### src/rtl/dk_sound_pkg.sv
// Shared types, constants and helpers for the discrete-sound mixer.
// Sample and gain types, the Q1.7 gain format, the mixer state encoding
// and the 16-bit saturating clamp live here.
package dk_sound_pkg;

    typedef logic signed [15:0] sample_t;
    typedef logic [7:0]         gain_t;

    localparam int GAIN_UNITY     = 128;
    localparam int GAIN_FRAC_BITS = 7;

    typedef enum logic [1:0] {
        ST_IDLE  = 2'd0,
        ST_ACCUM = 2'd1,
        ST_SAT   = 2'd2,
        ST_DC    = 2'd3
    } mix_state_t;

    // Clamp a wide signed value into the 16-bit sample range.
    function automatic sample_t sat16(input logic signed [31:0] v);
        if (v > 32'sd32767) begin
            return 16'sh7FFF;
        end else if (v < -32'sd32768) begin
            return 16'sh8000;
        end else begin
            return v[15:0];
        end
    endfunction

endpackage

### src/rtl/dk_sound_mixer_if.sv
// Channel-side bus of the sound mixer: sample strobe, per-channel samples
// and gains, plus the mixed output with its valid pulse and overrun flag.
// master = sound sources / audio path, slave = mixer.
interface dk_sound_mixer_if #(
    parameter int NUM_CHANNELS = 4
);
    import dk_sound_pkg::*;

    logic    audio_clk_en;
    sample_t in   [NUM_CHANNELS];
    gain_t   gain [NUM_CHANNELS];
    sample_t out;
    logic    out_valid;
    logic    overrun;

    modport master (
        output audio_clk_en, in, gain,
        input  out, out_valid, overrun
    );

    modport slave (
        input  audio_clk_en, in, gain,
        output out, out_valid, overrun
    );

endinterface

### src/rtl/dk_sound_mixer_dc_blocker.sv
// One-pole DC-blocking high-pass: y = x - x_prev + y_prev - (y_prev >>> DC_SHIFT).
// Evaluated at 18 bits so the intermediate sum cannot wrap, then clamped
// to 16 bits. The registered output doubles as y_prev.
// Only present when DK_MIXER_DC_BLOCK_EN is defined.
`ifdef DK_MIXER_DC_BLOCK_EN
module dc_blocker
    import dk_sound_pkg::*;
#(
    parameter int DC_SHIFT = 10
) (
    input  logic    clk,
    input  logic    rst_n,
    input  logic    in_valid,
    input  sample_t x,
    output logic    out_valid,
    output sample_t y
);

    sample_t            x_prev;
    logic signed [17:0] sum;

    // Filter difference equation on the incoming sample.
    always_comb begin
        sum = 18'(x) - 18'(x_prev) + 18'(y) - 18'(y >>> DC_SHIFT);
    end

    // Update filter history and the output on each accepted sample.
    always_ff @(posedge clk or negedge rst_n) begin
        if (!rst_n) begin
            x_prev    <= '0;
            y         <= '0;
            out_valid <= 1'b0;
        end else begin
            out_valid <= in_valid;
            if (in_valid) begin
                x_prev <= x;
                y      <= sat16(32'(sum));
            end
        end
    end

endmodule
`endif

### src/rtl/dk_sound_mixer.sv
// Discrete sound-effect mixer. Snapshots all channels on audio_clk_en,
// walks them through one shared multiplier applying Q1.7 gain, then
// floors, saturates and registers a 16-bit output sample.
// Optional build macro: DK_MIXER_DC_BLOCK_EN adds a DC-blocking stage
// (one extra cycle of latency).
module dk_sound_mixer
    import dk_sound_pkg::*;
#(
    parameter int NUM_CHANNELS = 4,
    parameter int DC_SHIFT     = 10
) (
    input logic             clk,
    input logic             I_RSTn,
    dk_sound_mixer_if.slave bus
);

    localparam int IDX_W = (NUM_CHANNELS > 1) ? $clog2(NUM_CHANNELS) : 1;
    localparam int ACC_W = 25 + $clog2(NUM_CHANNELS);
    localparam logic [IDX_W-1:0] LAST_IDX = IDX_W'(NUM_CHANNELS - 1);

    if (NUM_CHANNELS < 1 || NUM_CHANNELS > 8) begin : g_bad_channels
        $error("NUM_CHANNELS must be 1..8");
    end
    if (DC_SHIFT < 1 || DC_SHIFT > 15) begin : g_bad_shift
        $error("DC_SHIFT must be 1..15");
    end

    mix_state_t              state;
    sample_t                 snap_in   [NUM_CHANNELS];
    gain_t                   snap_gain [NUM_CHANNELS];
    logic [IDX_W-1:0]        idx;
    logic signed [ACC_W-1:0] acc;
    logic signed [24:0]      prod;
    sample_t                 mix;

    // Shared multiplier and the floor/saturate of the accumulated mix.
    always_comb begin
        prod = 25'(snap_in[idx]) * 25'($signed({1'b0, snap_gain[idx]}));
        mix  = sat16(32'(acc >>> GAIN_FRAC_BITS));
    end

`ifdef DK_MIXER_DC_BLOCK_EN
    logic    dc_valid;
    sample_t dc_y;

    dc_blocker #(
        .DC_SHIFT (DC_SHIFT)
    ) u_dc_blocker (
        .clk       (clk),
        .rst_n     (I_RSTn),
        .in_valid  (state == ST_SAT),
        .x         (mix),
        .out_valid (dc_valid),
        .y         (dc_y)
    );
`endif

    // Mixer sequencer: snapshot, accumulate per channel, saturate, publish.
    always_ff @(posedge clk or negedge I_RSTn) begin
        if (!I_RSTn) begin
            state         <= ST_IDLE;
            idx           <= '0;
            acc           <= '0;
            bus.out       <= '0;
            bus.out_valid <= 1'b0;
            bus.overrun   <= 1'b0;
            for (int i = 0; i < NUM_CHANNELS; i++) begin
                snap_in[i]   <= '0;
                snap_gain[i] <= '0;
            end
        end else begin
            bus.out_valid <= 1'b0;
            // A strobe outside IDLE is dropped and remembered until reset.
            if (bus.audio_clk_en && state != ST_IDLE) begin
                bus.overrun <= 1'b1;
            end
            case (state)
                ST_IDLE: begin
                    if (bus.audio_clk_en) begin
                        for (int i = 0; i < NUM_CHANNELS; i++) begin
                            snap_in[i]   <= bus.in[i];
                            snap_gain[i] <= bus.gain[i];
                        end
                        acc   <= '0;
                        idx   <= '0;
                        state <= ST_ACCUM;
                    end
                end
                ST_ACCUM: begin
                    acc <= acc + ACC_W'(prod);
                    if (idx == LAST_IDX) begin
                        state <= ST_SAT;
                    end else begin
                        idx <= idx + 1'b1;
                    end
                end
                ST_SAT: begin
`ifdef DK_MIXER_DC_BLOCK_EN
                    state <= ST_DC;
`else
                    bus.out       <= mix;
                    bus.out_valid <= 1'b1;
                    state         <= ST_IDLE;
`endif
                end
                ST_DC: begin
`ifdef DK_MIXER_DC_BLOCK_EN
                    if (dc_valid) begin
                        bus.out       <= dc_y;
                        bus.out_valid <= 1'b1;
                    end
`endif
                    state <= ST_IDLE;
                end
                default: state <= ST_IDLE;
            endcase
        end
    end

endmodule
### src/flat_wrapper.sv
// flat-port wrapper written by rule: the top's interface ports become plain ports
module dk_sound_mixer_flat import dk_sound_pkg::*;
#(
    parameter int NUM_CHANNELS = 4,
    parameter int DC_SHIFT     = 10
)
  (clk, I_RSTn, bus_audio_clk_en, bus_in, bus_gain, bus_out, bus_out_valid, bus_overrun);
  dk_sound_mixer_if #(.NUM_CHANNELS(NUM_CHANNELS)) bus_i ();
  input logic clk;
  input logic I_RSTn;
  input wire logic [$bits(bus_i.audio_clk_en)-1:0] bus_audio_clk_en;
  input wire logic [$bits(bus_i.in)-1:0] bus_in;
  input wire logic [$bits(bus_i.gain)-1:0] bus_gain;
  output wire logic [$bits(bus_i.out)-1:0] bus_out;
  output wire logic [$bits(bus_i.out_valid)-1:0] bus_out_valid;
  output wire logic [$bits(bus_i.overrun)-1:0] bus_overrun;
  assign bus_i.audio_clk_en = bus_audio_clk_en;
  assign bus_i.in = {>>{bus_in}};
  assign bus_i.gain = {>>{bus_gain}};
  assign bus_out = bus_i.out;
  assign bus_out_valid = bus_i.out_valid;
  assign bus_overrun = bus_i.overrun;
  dk_sound_mixer #(.NUM_CHANNELS(NUM_CHANNELS), .DC_SHIFT(DC_SHIFT)) u_core (.clk(clk), .I_RSTn(I_RSTn), .bus(bus_i));
endmodule
### config.mk
export PLATFORM = sky130hd
export DESIGN_NAME = dk_sound_mixer_flat
export DESIGN_NICKNAME = d
export VERILOG_FILES = /design/src/rtl/dk_sound_pkg.sv /design/src/rtl/dk_sound_mixer_if.sv /design/src/rtl/dk_sound_mixer_dc_blocker.sv /design/src/rtl/dk_sound_mixer.sv /design/src/flat_wrapper.sv
export SDC_FILE = /design/constraint.sdc
export NUM_CORES = 1
export LEC_CHECK = 0
export ABC_AREA = 1
export CAP_MARGIN = 25
export CORE_ASPECT_RATIO = 1.1
export CORE_MARGIN = 5
export CORE_UTILIZATION = 31
export CTS_CLUSTER_DIAMETER = 30
export DETAILED_ROUTE_END_ITERATION = 7
export PLACE_DENSITY_LB_ADDON = 0.1
export SYNTH_ARGS = -nofsm -noshare
export SYNTH_HDL_FRONTEND = slang
export SYNTH_SLANG_ARGS = --single-unit
export TNS_END_PERCENT = 50
### constraint.sdc
create_clock -name clk -period 13.05 [get_ports clk]
set_input_delay 1.305 -clock clk [delete_from_list [all_inputs] [get_ports clk]]
set_output_delay 1.305 -clock clk [all_outputs]
set_load 0.02 [all_outputs]
Word-level counts from Yosys, hierarchy flattened --
Cells that the tools add are included.
Storage, ports and cells: word-level logic and storage cells 54, flip-flop bits (word level) 145, input port bits 99, output and inout bits 18
Cells by class: eq/ne operators 7, muxes and demuxes 17, $lt $le $gt $ge 3, add/subtract/negate cells 2, multipliers 1, reductions and logical operators 9, bitwise operators 1
Operators with widths (count):
- 16-bit two-way mux | 4
- 27-bit one-hot mux with 2 select lines | 1
- 16-bit binary-select mux with 2-bit select | 1
- 27-bit by 25-bit adder with 27-bit output | 1
- 27-bit two-way mux | 1
- 16-bit by 9-bit multiplier with 25-bit output | 1
- 20-bit by 16-bit greater-than comparator with 1-bit output (second input constant) | 1
- 20-bit by 16-bit less-than comparator with 1-bit output (second input constant) | 1
- 8-bit binary-select mux with 2-bit select | 1
- 8-bit two-way mux | 2
- 2-bit two-way mux | 4
- 2-bit equality test (second input constant) | 3
- 2-bit one-hot mux with 3 select lines | 1
- 2-bit AND reduction | 3
- 2-bit != test (second input constant) | 2
- 2-bit one-hot mux with 2 select lines | 1
- 2-bit nonzero test | 2
- 3-bit >= comparator (second input constant) | 1
- 2-bit inverter with 3-bit output | 1
- 3-bit AND reduction | 1
- 2-bit by 1-bit adder with 2-bit output (second input constant) | 1
- 2-bit by 1-bit equality test with 1-bit output (second input constant) | 1
- 2-bit logical NOT | 1
- 2-bit by 1-bit != test with 1-bit output (second input constant) | 1
- other kinds (3) | 3

Depth between registers and ports, before layout --
depth in word-level cells 7, gate-level depth with buffers 28, depth with buffers taken out 26

Worst setup path before layout --
No wires, ideal clock.
path type register to register, from register u_core.idx[0], to register u_core.acc[19], arrival 5118 ps, slack 7814 ps, library setup time 118 ps, cell stages (with the launch flop) 26, period minus slack after synthesis 5236 ps, cells stage by stage dfrtp_1 -> inv_2 -> buf_4 -> nand2_1 -> a32oi_2 -> inv_2 -> nor2_1 -> inv_1 -> fa_1 -> fa_1 -> inv_1 -> fa_1 -> fa_1 -> inv_1 -> fa_1 -> inv_1 -> ha_1 -> nand2_1 -> nor2_1 -> nand2_1 -> nor3_1 -> nor2_1 -> nand2_1 -> nand2_1 -> nand3_1 -> nand2_1
Between the ends: cells in the longest elaborated chain, start to end 7, elaborated cells on any way between the ends 10, those cells by class add/sub (1); mul (1); mux (7); bitwise (1)
Ends and longest elaborated chain:
- start: declaration | line dk_sound_mixer.sv:31 | logic [IDX_W-1:0] idx;
- start signal: assignment | line dk_sound_mixer.sv:94 | idx <= idx + 1'b1;
- 2-bit inverter with 3-bit output (not written as such) * | line dk_sound_mixer.sv:38 | prod = 25'(snap_in[idx]) * 25'($signed({1'b0, snap_gain[idx]}));
- 16-bit binary-select mux with 2-bit select or 8-bit binary-select mux with 2-bit select (tied branches) | line dk_sound_mixer.sv:38
- 16-bit two-way mux (not written as such) or 8-bit two-way mux (tied branches) (2 in series) | line dk_sound_mixer.sv:38
- 16-bit by 9-bit multiplier with 25-bit output * | line dk_sound_mixer.sv:38
- 27-bit by 25-bit adder with 27-bit output * | line dk_sound_mixer.sv:90 | acc <= acc + ACC_W'(prod);
- 27-bit one-hot mux with 2 select lines * | line dk_sound_mixer.sv:77 | case (state)
- end signal: assignment | line dk_sound_mixer.sv:90
- end: declaration | line dk_sound_mixer.sv:32 | logic signed [ACC_W-1:0] acc;
Mark *: on every way between the ends. The rest lies on a longest branch, timed or not. The select of a mux whose other input is x is not followed. A chain may end at the register's enable or synchronous reset.

Worst setup path after layout --
from register u_core.idx[0], to register u_core.acc[21]
Same word-level chain as after synthesis.

==> results.py <==
metrics = {
    "drt": {
        "wirelength_um": 36300,
        "wl_per_cell_um": 16.3,
        "firstDrtPassIters": 5,
        "drc": 0,
        "dr_total_vias": 10000,
        "routed_via_density": 4.51,
        "drtAntennaViolNets": 0,
        "first_iter_violations": 506,
    },
    "setup_path": {
        "path_common_cell": "fa_1",
        "critPathMaxFanout": 50,
        "rrSetupSlack_ns": 6.32,
        "crit_start": "u_core.idx[0]$_DFFE_PN0P_",
        "cp.arrival_ns": 7.07,
        "cp-start-kind": "flop",
        "criticalPathCategory": "reg2reg",
        "worst_path_largest_cell_delay_ns": 0.76,
        "r2r_end": "u_core.acc[21]$_DFFE_PN0P_",
        "end_kind": "flop",
        "reg2reg_depth": 23,
        "crit_path_cell_trace": "inv_2, nand2_1, a32oi_2, inv_2, nor2_1, inv_1, fa_1, fa_1, inv_1, fa_1, fa_1, inv_1, fa_1, inv_1, ha_1, nand2_1, nor2_1, and2_1, nand3_1, nand3_1, nand2_1, nand3_1, o21ai_0",
        "endpoint": "u_core.acc[21]$_DFFE_PN0P_",
        "crit_slowest_cell": "fa_1",
        "required_ns": 13.38,
        "reg2reg_from": "u_core.idx[0]$_DFFE_PN0P_",
    },
    "clock_network": {
        "clk_latency_ns": 0.45,
        "cts_max_path_buffers": 2,
        "path_clk_slew_ns": 0.07,
        "cts_tree": "done",
        "cts_buffers": 17,
        "holdBufCountCts": 0,
        "cts_setup_buffers": 0,
        "root_buffer": "clkbuf_16",
        "cts_sinks": 145,
        "h-tree-depth": 4,
        "cts_resized": 0,
    },
    "grt": {
        "grt_first_pass_wirelength_um": 58800,
        "grt_overflow": 0,
        "grt_pass1_vias": 10600,
        "grt.total_usage_pct": 17.3,
        "grt_max_degree": 99,
        "grt_antenna_before_repair": 0,
    },
    "sta": {
        "period_minus_slack_ns": 6.73,
        "final_hold_viol_count": 0,
        "timing.final.crit_share_pct": 51.6,
        "max_freq_mhz": 149,
        "slew_violations": 0,
        "tns_ns": 0,
        "worst-slew-pin-transition_ns": 0.995,
        "max-slew-margin-rel_pct": 33.7,
        "setup_viol": 0,
        "finalClockSkew_ns": 0.00852,
        "rsz0062_at_grt": "no",
    },
    "synth": {
        "syn-cell-area_um2": 12300,
        "yosys_register_bits": 145,
        "synthCells": 1612,
        "yosys_warnings": 0,
        "synth_top_area_share_pct": 29.4,
        "ys_types": 31,
        "synth.top_cells.by_area": "dfrtp_1 (29%), fa_1 (21%), nand2_1 (19%)",
        "async_reset_ff_share_pct": 100,
        "synth-edff-count": 0,
        "seq_area_frac_synth_pct": 29.4,
        "synthFlopType": "dfrtp_1",
        "syn-num-nets": 1898,
        "synth_top_area_cell": "dfrtp_1",
        "synth_area_per_cell_um2": 7.64,
        "yosysMostFrequentCell": "nand2_1",
        "yosys-top-cells-count": "nand2_1 (633), inv_1 (277), dfrtp_1 (145)",
    },
    "placement": {
        "globalplace.congestion": 0.875,
        "io_buffers": 116,
        "dp_hpwl_um": 28900,
    },
    "run": {
        "cap_violations": 0,
    },
    "floorplanning": {
        "coreArea_um2": 39300,
        "die_w_um": 200,
        "start_util_pct": 31.4,
        "die_area_um2": 43800,
        "rows": 76,
        "num_io_pins": 117,
        "die_h_um": 219,
    },
    "run_status": {
        "status": "finished, final reports clean",
    },
    "layout": {
        "drive_gt1_share_pct": 5.18,
        "fin_nets": 1991,
        "antenna_cells": 0,
        "area_growth_pct": 18.1,
    },
    "min_path": {
        "hp-class": "reg2reg",
    },
}
-- per-layer routing --
metal,GRT usage (%),share of wire [%],vias up
met5,0,0,-
met4,5.28,2.1,0
met3,2.76,3.2,36
met2,29.0,48,185
met1,23.1,46,4806
li1,-,-,4996
-- layout by cell type, fill, tap and decap left out, drive strengths merged, types with 8 or more instances in the layout --
cell type | netlist | routed
fa | 127 | 127
a32oi | 22 | 22
o21ai | 47 | 47
nor2 | 126 | 126
dfrtp | 145 | 145
ha | 60 | 60
nand4 | 8 | 8
clkdlybuf4s50 | 0 | 115
a21oi | 47 | 47
clkbuf | 16 | 20
nand2 | 634 | 634
inv | 300 | 303
buf | 34 | 9
nand3 | 29 | 29
-- sequential cells by signal, indices dropped and copies added, names as in the netlist --
name                  count
u_core.snap_in           64
u_core.snap_gain         32
u_core.acc               27
u_core.bus.out           16
u_core.idx                2
u_core.state              2
u_core.bus.out_valid      1
u_core.bus.overrun        1
-- worst max-delay path: cells and delay by family, from the launching register on --
kind	cells	cell delay, ns
adder cells (fa/ha/maj)	6	3.08
AND/OR/NAND/NOR	9	1.34
buffers and inverters	6	1.05
AO/OA/AOI/OAI	2	0.72
flip-flops	1	0.40
-- worst min path at each step --
stage / depth (start not counted) / startpoint / endpoint
finish: 2 / u_core.bus.out[15]$_DFFE_PN0P_ / u_core.bus.out[15]$_DFFE_PN0P_
global route: 2 / u_core.bus.out[7]$_DFFE_PN0P_ / u_core.bus.out[7]$_DFFE_PN0P_
floorplan: 2 / u_core.snap_gain[14]$_DFFE_PN0P_ / u_core.snap_gain[14]$_DFFE_PN0P_
global placement: 2 / u_core.bus.out[15]$_DFFE_PN0P_ / u_core.bus.out[15]$_DFFE_PN0P_
CTS: 2 / u_core.bus.out[7]$_DFFE_PN0P_ / u_core.bus.out[7]$_DFFE_PN0P_
detailed placement: 2 / u_core.snap_gain[5]$_DFFE_PN0P_ / u_core.snap_gain[5]$_DFFE_PN0P_
-- logic make-up (layout without fill, tap and decap cells) --
logic type      Yosys count  in the layout  share of synthesized area (%)
xor+xnor                  5              5                          0.355
simple gates            800            800                           24.9
fa+ha+maj               187            187                           26.7
flops                   145            145                           29.4
compound gates          125            125                           7.16
buf+inv                 350            455                           11.4
-- layout make-up --
class                      instances  area (um^2)
inverter                         300         1130
multi-input combinational       1117         7300
clock buffer                      20          467
fill                            4219        24700
sequential                       145         3630
clock inverter                    11          151
timing repair buffer             124         1250
tap                              507          634
-- per-stage QoR --
stage | util, % | hold WS, ns | std cells | setup slack, ns | area, um^2
after floorplan | - | 0.444 | 1612 | 7.81 | 12300
after global placement | 35.4 | 0.462 | 2190 | 6.35 | 13900
after detailed placement | 35.4 | 0.465 | 2191 | 6.22 | 13900
after CTS | 37.0 | 0.484 | 2222 | 6.22 | 14500
after global routing | 37.1 | 0.488 | 2224 | 5.84 | 14600
final | 37.1 | 0.474 | 2224 | 6.32 | 14600
Power is left out: the tool's default activity adds up to more than one toggle a clock period on the data nets, which glitch-free logic cannot reach.
